--- src/rtl/rr_arbiter_if.sv ---
// Handshake bundle between the requester bank and the round-robin arbiter.
// Requesters drive en/req/done; the arbiter drives the registered grant outputs.
interface rr_arbiter_if #(
    parameter int N  = 8,
    parameter int IW = 3
);
    logic          en;
    logic [N-1:0]  req;
    logic          done;
    logic [N-1:0]  gnt;
    logic [IW-1:0] gnt_id;
    logic          gnt_valid;
    logic          timeout;

    modport master (
        output en, req, done,
        input  gnt, gnt_id, gnt_valid, timeout
    );

    modport slave (
        input  en, req, done,
        output gnt, gnt_id, gnt_valid, timeout
    );
endinterface

--- src/rtl/rr_arbiter.sv ---
// Round-robin arbiter for 8 requesters: one-hot plus encoded grant, held until
// done, withdrawal, disable or MAX_HOLD expiry, then priority rotates past the owner.
module rr_arbiter #(
    parameter int N        = 8,
    parameter int IW       = 3,
    parameter int MAX_HOLD = 16
) (
    input logic        clk,
    input logic        rst_n,
    rr_arbiter_if.slave bus
);

    typedef enum logic {
        IDLE,
        GRANT
    } state_t;

    state_t        state;
    logic [IW-1:0] ptr;
    logic [7:0]    hold_cnt;

    logic [IW-1:0] sel;
    logic          sel_found;
    logic [IW-1:0] idx;
    logic          owner_req;
    logic          hold_expired;
    logic          release_now;

    // Search ptr, ptr+1, ... wrapping; the IW-bit add gives the mod-N wrap for free.
    // NOTE: every combinational output gets a default first so no latch is inferred.
    always_comb begin
        sel       = '0;
        sel_found = 1'b0;
        idx       = '0;
        for (int k = 0; k < N; k++) begin
            idx = ptr + IW'(k);
            if (!sel_found && bus.req[idx]) begin
                sel       = idx;
                sel_found = 1'b1;
            end
        end
    end

    assign owner_req    = bus.req[bus.gnt_id];
    assign hold_expired = (hold_cnt == 8'(MAX_HOLD));
    assign release_now  = !bus.en || bus.done || !owner_req || hold_expired;

    // NOTE: sequential state uses non-blocking assignments only.
    always_ff @(posedge clk or negedge rst_n) begin
        if (!rst_n) begin
            state         <= IDLE;
            bus.gnt       <= '0;
            bus.gnt_id    <= '0;
            bus.gnt_valid <= 1'b0;
            bus.timeout   <= 1'b0;
            ptr           <= '0;
            hold_cnt      <= '0;
        end else begin
            bus.timeout <= 1'b0;
            case (state)
                IDLE: begin
                    if (bus.en && sel_found) begin
                        state         <= GRANT;
                        bus.gnt       <= N'(1) << sel;
                        bus.gnt_id    <= sel;
                        bus.gnt_valid <= 1'b1;
                        hold_cnt      <= 8'd1;
                    end
                end
                GRANT: begin
                    if (release_now) begin
                        state         <= IDLE;
                        bus.gnt       <= '0;
                        bus.gnt_id    <= '0;
                        bus.gnt_valid <= 1'b0;
                        hold_cnt      <= '0;
                        ptr           <= bus.gnt_id + IW'(1);
                        // Flag a timeout only when expiry alone caused the release.
                        bus.timeout   <= hold_expired && bus.en && !bus.done && owner_req;
                    end else if (hold_cnt != 8'hFF) begin
                        hold_cnt <= hold_cnt + 8'd1;
                    end
                end
                default: state <= IDLE;
            endcase
        end
    end

endmodule

--- src/flat_wrapper.sv ---
// flat-port wrapper written by rule: the top's interface ports become plain ports
module rr_arbiter_flat 
#(
    parameter int N        = 8,
    parameter int IW       = 3,
    parameter int MAX_HOLD = 16
)
  (clk, rst_n, bus_en, bus_req, bus_done, bus_gnt, bus_gnt_id, bus_gnt_valid, bus_timeout);
  rr_arbiter_if #(.N(N), .IW(IW)) bus_i ();
  input logic clk;
  input logic rst_n;
  input wire logic [$bits(bus_i.en)-1:0] bus_en;
  input wire logic [$bits(bus_i.req)-1:0] bus_req;
  input wire logic [$bits(bus_i.done)-1:0] bus_done;
  output wire logic [$bits(bus_i.gnt)-1:0] bus_gnt;
  output wire logic [$bits(bus_i.gnt_id)-1:0] bus_gnt_id;
  output wire logic [$bits(bus_i.gnt_valid)-1:0] bus_gnt_valid;
  output wire logic [$bits(bus_i.timeout)-1:0] bus_timeout;
  assign bus_i.en = bus_en;
  assign bus_i.req = bus_req;
  assign bus_i.done = bus_done;
  assign bus_gnt = bus_i.gnt;
  assign bus_gnt_id = bus_i.gnt_id;
  assign bus_gnt_valid = bus_i.gnt_valid;
  assign bus_timeout = bus_i.timeout;
  rr_arbiter #(.N(N), .IW(IW), .MAX_HOLD(MAX_HOLD)) u_core (.clk(clk), .rst_n(rst_n), .bus(bus_i));
endmodule
--- config.mk ---
export PLATFORM = sky130hd
export DESIGN_NAME = rr_arbiter_flat
export DESIGN_NICKNAME = d
export VERILOG_FILES = /design/src/rtl/rr_arbiter_if.sv /design/src/rtl/rr_arbiter.sv /design/src/flat_wrapper.sv
export SDC_FILE = /design/constraint.sdc
export NUM_CORES = 1
export LEC_CHECK = 0
export ABC_AREA = 0
export BUFFER_PORTS_ARGS = -buffer_cell sky130_fd_sc_hd__buf_2
export CORE_MARGIN = 1.5
export CORE_UTILIZATION = 30
export CTS_CLUSTER_DIAMETER = 30
export DETAILED_ROUTE_END_ITERATION = 8
export HOLD_SLACK_MARGIN = 0.06
export PLACE_DENSITY_LB_ADDON = 0.2
export SLEW_MARGIN = 20
export SYNTH_ARGS = -nofsm -noshare
export SYNTH_HDL_FRONTEND = slang
export SYNTH_SLANG_ARGS = --single-unit
--- constraint.sdc ---
create_clock -name clk -period 4.5 [get_ports clk]
set_input_delay 0.225 -clock clk [delete_from_list [all_inputs] [get_ports clk]]
set_output_delay 0.225 -clock clk [all_outputs]
set_load 0.1 [all_outputs]
==> results of run 1 <==
## worst register-to-register path, stage by stage, from the launching register on
cell	delay [ns]
dfrtp_1	0.53
inv_2	0.17
ha_1	0.52
mux4_2	0.66
mux2i_2	0.29
nand3_2	0.17
o311ai_2	0.53
and2_1	0.48
o211ai_1	0.18
o41ai_2	0.07
## synthesized netlist by cell type (5+ instances only)
cell      instances  area share, %
mux2_2            7            3.7
ha_1              5            2.9
nand2_1          18            3.1
mux2i_1          10            4.7
dfrtp_1          25             29
xnor2_1           5            2.0
a21oi_1           9            2.1
nand2b_1          6            1.7
nor2_1           16            2.8
inv_1             9            1.6
mux4_2           11             12
nand3_1          13            3.0
## layout by cell type (no fill, tap or decap), types with 6 or more instances in the layout
master / Yosys / routed
mux2i_1: 10 / 10
dfrtp_1: 25 / 25
a21oi_1: 9 / 9
nand2_1: 18 / 18
inv_1: 9 / 9
nand3_1: 13 / 13
mux4_2: 11 / 11
buf_2: 3 / 24
nor2_1: 16 / 16
mux2_2: 7 / 7
nand2b_1: 6 / 6
## kinds of logic (layout without fill, tap and decap cells)
logic type,after synthesis,in the layout,share of synthesized area [%]
and+or+nand+nor,69,69,16.2
DFF,25,25,29.2
buffers and inverters,20,41,4.90
muxes,33,33,23.9
adders and majority gates,5,5,2.92
AOI/OAI and AO/OA,54,54,19.7
xor gates and xnor gates,8,8,3.27
## layer usage
metal / vias up / wire [µm]
li1: 854 / -
met4: 0 / 37
met5: - / 0
met3: 6 / 131
met1: 866 / 2440
met2: 28 / 2610
## sequential cells by signal, indices dropped and copies added (netlist names)
signal                count
u_core.bus.gnt            8
u_core.hold_cnt           8
u_core.bus.gnt_id         3
u_core.ptr                3
u_core.bus.gnt_valid      1
u_core.bus.timeout        1
u_core.state              1
## metrics by stage
stage,cell area (µm²),instances,util (%),hold WS (ns),worst slack (ns)
2_1_floorplan,2150,214,-,-0.0706,1.19
3_3_place_gp,2330,326,34.0,0.257,0.789
3_5_place_dp,2330,326,34.0,0.261,0.798
4_1_cts,2390,331,34.8,0.233,0.743
5_1_grt,2390,331,34.8,0.254,0.537
6_report,2390,331,34.8,0.229,0.816
## repair_timing
action,4_1_cts,5_1_grt
hold buffers,1,0
hold endpoints to repair,25,0
endpoints found under the setup margin,0,0
## how the worst max path moves through the flow
| stage | slack [ns] | end |
|---|---|---|
| after floorplan | 1.19 | u_core.bus.gnt[0] |
| after global placement | 0.79 | u_core.hold_cnt[2] |
| after detailed placement | 0.80 | u_core.hold_cnt[2] |
| after CTS | 0.74 | u_core.hold_cnt[2] |
| after global routing | 0.54 | u_core.bus.gnt[1] |
| final | 0.82 | u_core.hold_cnt[2] |
## final cells by class
| type | instances | area [µm²] | share of cell area [%] |
|---|---|---|---|
| multi-input combinational | 169 | 1420 | 59.2 |
| timing repair buffer | 27 | 145 | 6.07 |
| inverter | 10 | 37.5 | 1.57 |
| sequential | 25 | 626 | 26.2 |
| clock buffer | 3 | 41.3 | 1.73 |
| tap | 96 | 120 | 5.03 |
| clock inverter | 1 | 5.00 | 0.209 |
==> qor.txt, run 1 <==
Worst R2R Start: u_core.ptr[1]
CTS Root Cell: clkbuf_8
Upper clock frequency limit: 271 MHz
Met1 Usage GRT: 20.1%
Mapped Cells: 214
DIE WIDTH: 87.6 µm
HP Start: bus_done
Worst setup EP type: register
Worst Tran Pin Value: 0.591 ns
Vias per cell: 5.30
Crit path DAT: 3.86 ns
WS Path Type: reg2reg
Max-Slew Margin vs Limit: 59.5%
Longest Clk Path Bufs: 2
Clk_lat worst skew: 0.27 ns
Post-synthesis cell area: 0.00215 mm²
Post-synth ARST share: 100%
GR met3 Demand/Resource: 1.13%
RSZ-0062 raised after global routing: no
Antenna viol nets, final: 0
Clock Skews: 0.00299 ns
CTS Sinks: 25
Max Transition Viols Final: 0
First-pass GRT wire length: 8670 µm
Max FO, Critical Path: 11
Max-Cap Viols: 0
Worst hold path class: in2reg
Worst EP required: 4.68 ns
Distinct cells, synth: 55
# rows: 30
Remaining DRCs: 0
Initial antenna violation count: 0
Average wire per standard cell: 15.8 µm
Post-CTS sizing: 0
DR vias: 1754
# IOs: 25
Clock slew at the register clock pins of the worst setup and hold paths: 0.09 ns
R2R depth: 9
Worst Hold End: u_core.bus.timeout
Grt ovf: 0
Area Overhead vs Synth: 11.4%
Cell chain of the critical path: inv_2, ha_1, mux4_2, mux2i_2, nand3_2, o311ai_2, and2_1, o211ai_1, o41ai_2
Crit path max-delay family: multiplexers
Post-synthesis net count: 231
Final Critical Period: 3.68 ns
Layout cells sized above 1: 26.4%
Largest net degree at the start of global routing: 26
CTS Buf Count: 3
R2R Setup Slk: 0.82 ns
Fin crit share: 81.9%
Final HPWL from detailed placement: 3960 µm
Drt initial violations: 40
Top_reg_cell synth: dfrtp_1
Syn. warnings: 0
N_diodes: 0
Crit-path slowest cell: mux4_2
Setup crit start: u_core.ptr[1]
Status: finished, final reports clean
Setup violations, final: 0
Placer Congestion: 0.770
Die H: 87.6 µm
Worst reg2reg path endpoint: u_core.hold_cnt[2]
Drt total wl: 5220 µm
Slowest stage delay, CP: 0.65 ns
Pre-antenna DRT Iters: 4
Final #Nets: 253
Critical path buffers and inverters: 1
Core Box Area: 0.00687 mm²
Vias in the first global route: 1760
Logic depth of the worst path, buffers included: 9
Setup TNS: 0 ns
Grt met2 use: 24.2%
Postcts setup bufs: 0
Starting density of the core: 31.2%
Final hold violations: 0
Crit path launch type: register
#FFs+latches synth: 25
Total GRT Usage: 14.3%
Synth Area per Inst: 10.0 µm²
Sequential fraction of the synthesis area: 29.2%
TritonCTS clock tree: done
Hold path cells: 4
Top Usage Layer GRT: met2
Die footprint: 0.00767 mm²
# port buffers: 24
Filler cells: 710
EDFF count, synth: 0
CTS HTree Levels: 1
Power of run 1 is not shown: default switching activity piles up to over one toggle a cycle in this logic, so the estimate is an artifact.
==> run 2: changes to the inputs <==
--- a/config.mk
+++ b/config.mk
@@ -5,7 +5,7 @@
 export SDC_FILE = /design/constraint.sdc
 export NUM_CORES = 1
 export LEC_CHECK = 0
-export ABC_AREA = 0
+export ABC_AREA = 1
 export BUFFER_PORTS_ARGS = -buffer_cell sky130_fd_sc_hd__buf_2
 export CORE_MARGIN = 1.5
 export CORE_UTILIZATION = 30
==> constraint.sdc (replaced) <==
create_clock -name clk -period 3.4 [get_ports clk]
set_input_delay 0.17 -clock clk [delete_from_list [all_inputs] [get_ports clk]]
set_output_delay 0.17 -clock clk [all_outputs]
set_load 0.1 [all_outputs]
==> qor.txt, run 2 <==
Grt ovf: 0
Max Transition Viols Final: 0
Syn. warnings: 0
WS Path Type: reg2reg
Clock slew at the register clock pins of the worst setup and hold paths: 0.08 ns
DIE WIDTH: 86.7 µm
Status: finished, final reports clean
Average wire per standard cell: 12.4 µm
CTS Buf Count: 3
Post-synth ARST share: 100%
CTS HTree Levels: 1
RSZ-0062 raised after global routing: no
Mapped Cells: 309
Synth top area cells: dfrtp_1 30%, nand2_1 15%, nand3_1 11%
Area leader, netlist: dfrtp_1
# rows: 30
DR vias: 2047
Setup violations, final: 0
Distinct cells, synth: 32
N_diodes: 0
Upper clock frequency limit: 339 MHz
EDFF count, synth: 0
Max FO, Critical Path: 12
Largest family of logic cells by synthesized area: simple AND/OR/NAND/NOR gates
Die footprint: 0.00751 mm²
Post-synthesis net count: 326
Synth Area per Inst: 6.79 µm²
Top_reg_cell synth: dfrtp_1
Layout cells sized above 1: 16.8%
Xor and xnor fraction of the mapped netlist area: 4.59%
Initial antenna violation count: 0
Clock Skews: 0.00312 ns
Commonest non-fill, non-tap cell in the layout: nand2_1
First-pass GRT wire length: 9110 µm
Biggest regs: u_core.bus.gnt (8), u_core.hold_cnt (8)
Worst setup EP type: register
Worst EP required: 3.56 ns
Placer Congestion: 0.902
Largest net degree at the start of global routing: 26
Antenna viol nets, final: 0
Total GRT Usage: 15.1%
Mux share of post-synthesis cell area: 0%
Pre-antenna DRT Iters: 5
Fin crit share: 86.7%
#FFs+latches synth: 25
Final Critical Period: 2.95 ns
Final #Nets: 352
# IOs: 25
Yosys top cell area share: 29.8%
Max-Cap Viols: 0
TritonCTS clock tree: done
Final HPWL from detailed placement: 4320 µm
Longest Clk Path Bufs: 2
Worst Tran Pin Value: 0.571 ns
Synth top cells by count: 84 x nand2_1, 48 x nand3_1, 36 x inv_1
CTS Sinks: 25
Post-synthesis cell area: 0.00210 mm²
Adder-cell share of the synthesized area: 2.98%
Die H: 86.7 µm
Core Box Area: 0.00679 mm²
Most frequent cell after synthesis: nand2_1
Crit path launch type: register
# port buffers: 24
Final hold violations: 0
Starting density of the core: 30.9%
CTS Root Cell: clkbuf_8
Remaining DRCs: 0
Simple-gate share of the synthesized area: 43.2%
Synth Area in Compound Gates: 9.89%
Fin area: 0.00237 mm²
Setup TNS: 0 ns
Postcts setup bufs: 0
Vias per cell: 4.76
Max-Slew Margin vs Limit: 61.9%
Most frequent cells in the layout: 84 x nand2_1, 48 x nand3_1, 36 x inv_1
Area Overhead vs Synth: 12.9%
Post-Place Cell Area: 0.00231 mm²
Vias in the first global route: 1864
Drt initial violations: 110
Worst hold path class: in2reg
Crit path DAT: 3.11 ns
Drt total wl: 5350 µm
Sequential fraction of the synthesis area: 29.8%
Clk_lat worst skew: 0.27 ns
-- run 2: cells by family (layout without fill, tap and decap cells) --
kind of cell,count (synthesis),count (layout)
and+or+nand+nor,189,189
DFF,25,25
xor gates and xnor gates,11,11
adders and majority gates,5,5
buffers and inverters,47,72
AOI/OAI and AO/OA,32,32
-- run 2: per-layer routing --
layer | track usage, % | routed length [µm]
met5 | 0 | 0
met4 | 2.93 | 21
met3 | 2.19 | 161
met2 | 22.7 | 2400
met1 | 23.1 | 2770
-- run 2: metrics by stage --
stage,instances,util (%),hold WS (ns),worst slack [ns]
after floorplan,309,-,-0.126,0.765
after global routing,430,34.9,0.202,0.128
final,430,34.9,0.161,0.452
after CTS,430,34.9,0.164,0.319
after global placement,425,34.1,0.203,0.421
after detailed placement,425,34.1,0.207,0.349
-- run 2: worst paths after layout --
kind | cells after the start | slack, ns | from | endpoint
max | 17 | 0.45 | u_core.ptr[1] | u_core.hold_cnt[5]
min reg2reg | 2 | 0.49 | u_core.bus.gnt[2] | u_core.bus.gnt[2]
max in group asynchronous | 2 | 2.57 | rst_n | u_core.ptr[1]
min | 4 | 0.16 | bus_done | u_core.bus.timeout
min in group asynchronous | 2 | 0.43 | rst_n | u_core.bus.gnt[2]
max reg2reg | 17 | 0.45 | u_core.ptr[1] | u_core.hold_cnt[5]
-- run 2: critical path, stage by stage (launching register included) --
cell and delay (ns):
dfrtp_2 0.48, inv_2 0.13, ha_1 0.42, inv_1 0.16
nand3_1 0.14, nand2_1 0.08, nor2_1 0.20, a31oi_2 0.10
inv_2 0.13, nor2_8 0.06, nand3_2 0.08, nand3_4 0.11
nand2_4 0.15, clkinv_4 0.09, nand2_2 0.25, clkinv_1 0.14
nand2_1 0.07, nand2_1 0.05
-- run 2: cell type report --
cell class,count,area [µm²]
clock buffers,4,45.0
repair buffers,27,145
flip-flops and latches,25,627
fillers,755,4420
well taps,96,120
multi-input cells,237,1270
inverters,41,159
-- run 2: repair_timing --
item | in CTS | in global routing
setup endpoints to repair | 0 | 1
hold buffers | 1 | 0
hold endpoints to repair | 25 | 0
gates resized for setup | 0 | 1
Power of run 2 is left out for the same reason.
==> run 3: changes to the inputs <==
--- a/config.mk
+++ b/config.mk
@@ -11,8 +11,10 @@
 export CORE_UTILIZATION = 30
 export CTS_CLUSTER_DIAMETER = 30
 export DETAILED_ROUTE_END_ITERATION = 8
+export GPL_ROUTABILITY_DRIVEN = 0
+export GPL_TIMING_DRIVEN = 0
 export HOLD_SLACK_MARGIN = 0.06
-export PLACE_DENSITY_LB_ADDON = 0.2
+export PLACE_DENSITY_LB_ADDON = 0.1
 export SLEW_MARGIN = 20
 export SYNTH_ARGS = -nofsm -noshare
 export SYNTH_HDL_FRONTEND = slang
==> qor.txt, run 3 (synthesized netlist as in run 2, its figures left out) <==
Slowest stage delay, CP: 0.47 ns
Starting density of the core: 30.9%
R2R depth: 18
Crit path DAT: 3.19 ns
Setup crit start: u_core.ptr[0]
Die footprint: 0.00751 mm²
# IOs: 25
Drt total wl: 5370 µm
Clock slew at the register clock pins of the worst setup and hold paths: 0.08 ns
Core Box Area: 0.00679 mm²
Worst hold path class: in2reg
N_diodes: 0
Biggest regs: u_core.bus.gnt (8), u_core.hold_cnt (8)
Upper clock frequency limit: 330 MHz
Non-filler cells in the finished layout: 434
Final hold violations: 0
Initial antenna violation count: 0
Antenna viol nets, final: 0
Status: finished, final reports clean
Area Overhead vs Synth: 14.1%
WS Path Type: reg2reg
Worst R2R Start: u_core.ptr[0]
Die H: 86.7 µm
CTS Buf Count: 3
Max Transition Viols Final: 0
Logic depth of the worst path, buffers included: 18
TritonCTS clock tree: done
First-pass GRT wire length: 9430 µm
Vias per cell: 4.64
Final HPWL from detailed placement: 4330 µm
Crit path launch type: register
Final #Nets: 356
Fin crit share: 89.0%
CTS Sinks: 25
Worst EP required: 3.56 ns
Worst Tran Pin Value: 0.594 ns
DR vias: 2012
Postcts setup bufs: 0
Average wire per standard cell: 12.4 µm
Setup violations, final: 0
Worst setup EP type: register
Crit-path slowest cell: dfrtp_1
Grt ovf: 0
Critical path buffers and inverters: 5
Most frequent cells in the layout: 84 x nand2_1, 48 x nand3_1, 35 x inv_1
# port buffers: 24
R2R Setup Slk: 0.37 ns
Worst reg2reg path endpoint: u_core.hold_cnt[0]
CP endpoint: u_core.hold_cnt[0]
Placed Cells: 429
DIE WIDTH: 86.7 µm
Max FO, Critical Path: 10
Remaining DRCs: 0
Pre-antenna DRT Iters: 5
Post-Place Cell Area: 0.00234 mm²
Max-Cap Viols: 0
HP Start: bus_done
Vias in the first global route: 1971
Total GRT Usage: 15.9%
Clk_lat worst skew: 0.26 ns
RSZ-0062 raised after global routing: no
Worst slack at placement: 0.244 ns
Clock Skews: 0.00174 ns
Cell chain of the critical path: inv_2, buf_6, ha_1, inv_2, nand3_1, nand3_1, nand2_2, nor2_8, nand4_4, nor2_8, nand3_2, nand3_4, nand2_4, clkinv_4, nand2_2, buf_6, nand2_1, o21ai_2
Final Worst Setup Slack: 0.373 ns
Drt initial violations: 86
# rows: 30
Max-Slew Margin vs Limit: 60.4%
Commonest non-fill, non-tap cell in the layout: nand2_1
Crit path max-delay family: simple AND/OR/NAND/NOR gates
CTS Root Cell: clkbuf_8
CTS HTree Levels: 1
Final Critical Period: 3.03 ns
Setup TNS: 0 ns
Fin area: 0.00239 mm²
Layout cells sized above 1: 17.5%
Largest net degree at the start of global routing: 26
Longest Clk Path Bufs: 2
-- run 3: layer usage --
metal | global-route usage [%] | wire length (µm)
met5 | 0 | 0
met3 | 1.14 | 83
met4 | 4.84 | 91
met2 | 27.9 | 2640
met1 | 20.7 | 2550
-- run 3: layout make-up --
| cell class | instances | area, µm² |
|---|---|---|
| fillers | 762 | 4400 |
| clock buffers | 4 | 45.0 |
| plain buffers | 6 | 41.3 |
| well taps | 96 | 120 |
| multi-input cells | 237 | 1270 |
| inverters | 41 | 159 |
| flip-flops and latches | 25 | 626 |
| repair buffers | 25 | 130 |
-- run 3: repair_timing --
action	CTS	global route
setup endpoints to repair	0	6
hold endpoints to repair	25	0
hold buffers	1	0
resized for setup	0	1
-- run 3: worst min path at each step --
stage                    endpoint  cells after the start
2_1_floorplan   u_core.bus.gnt[0]                      0
3_3_place_gp   u_core.hold_cnt[1]                      1
3_5_place_dp   u_core.hold_cnt[0]                      1
4_1_cts        u_core.bus.timeout                      4
5_1_grt        u_core.bus.timeout                      4
6_report       u_core.bus.timeout                      4
-- run 3: worst register-to-register path: cells and delay by family (launching register included) --
kind                     cells  cell delay, ns
AO/OA/AOI/OAI                1            0.05
adder cells (fa/ha/maj)      1            0.42
buffers and inverters        5            0.68
flip-flops                   1            0.47
AND/OR/NAND/NOR             11            1.29
-- run 3: metrics by stage --
stage               util (%)  hold slack, ns
floorplan                  -          -0.126
global route            35.2           0.167
global placement        34.4           0.215
CTS                     35.2           0.150
detailed placement      34.4           0.216
finish                  35.2           0.162
Power of run 3 is left out for the same reason.
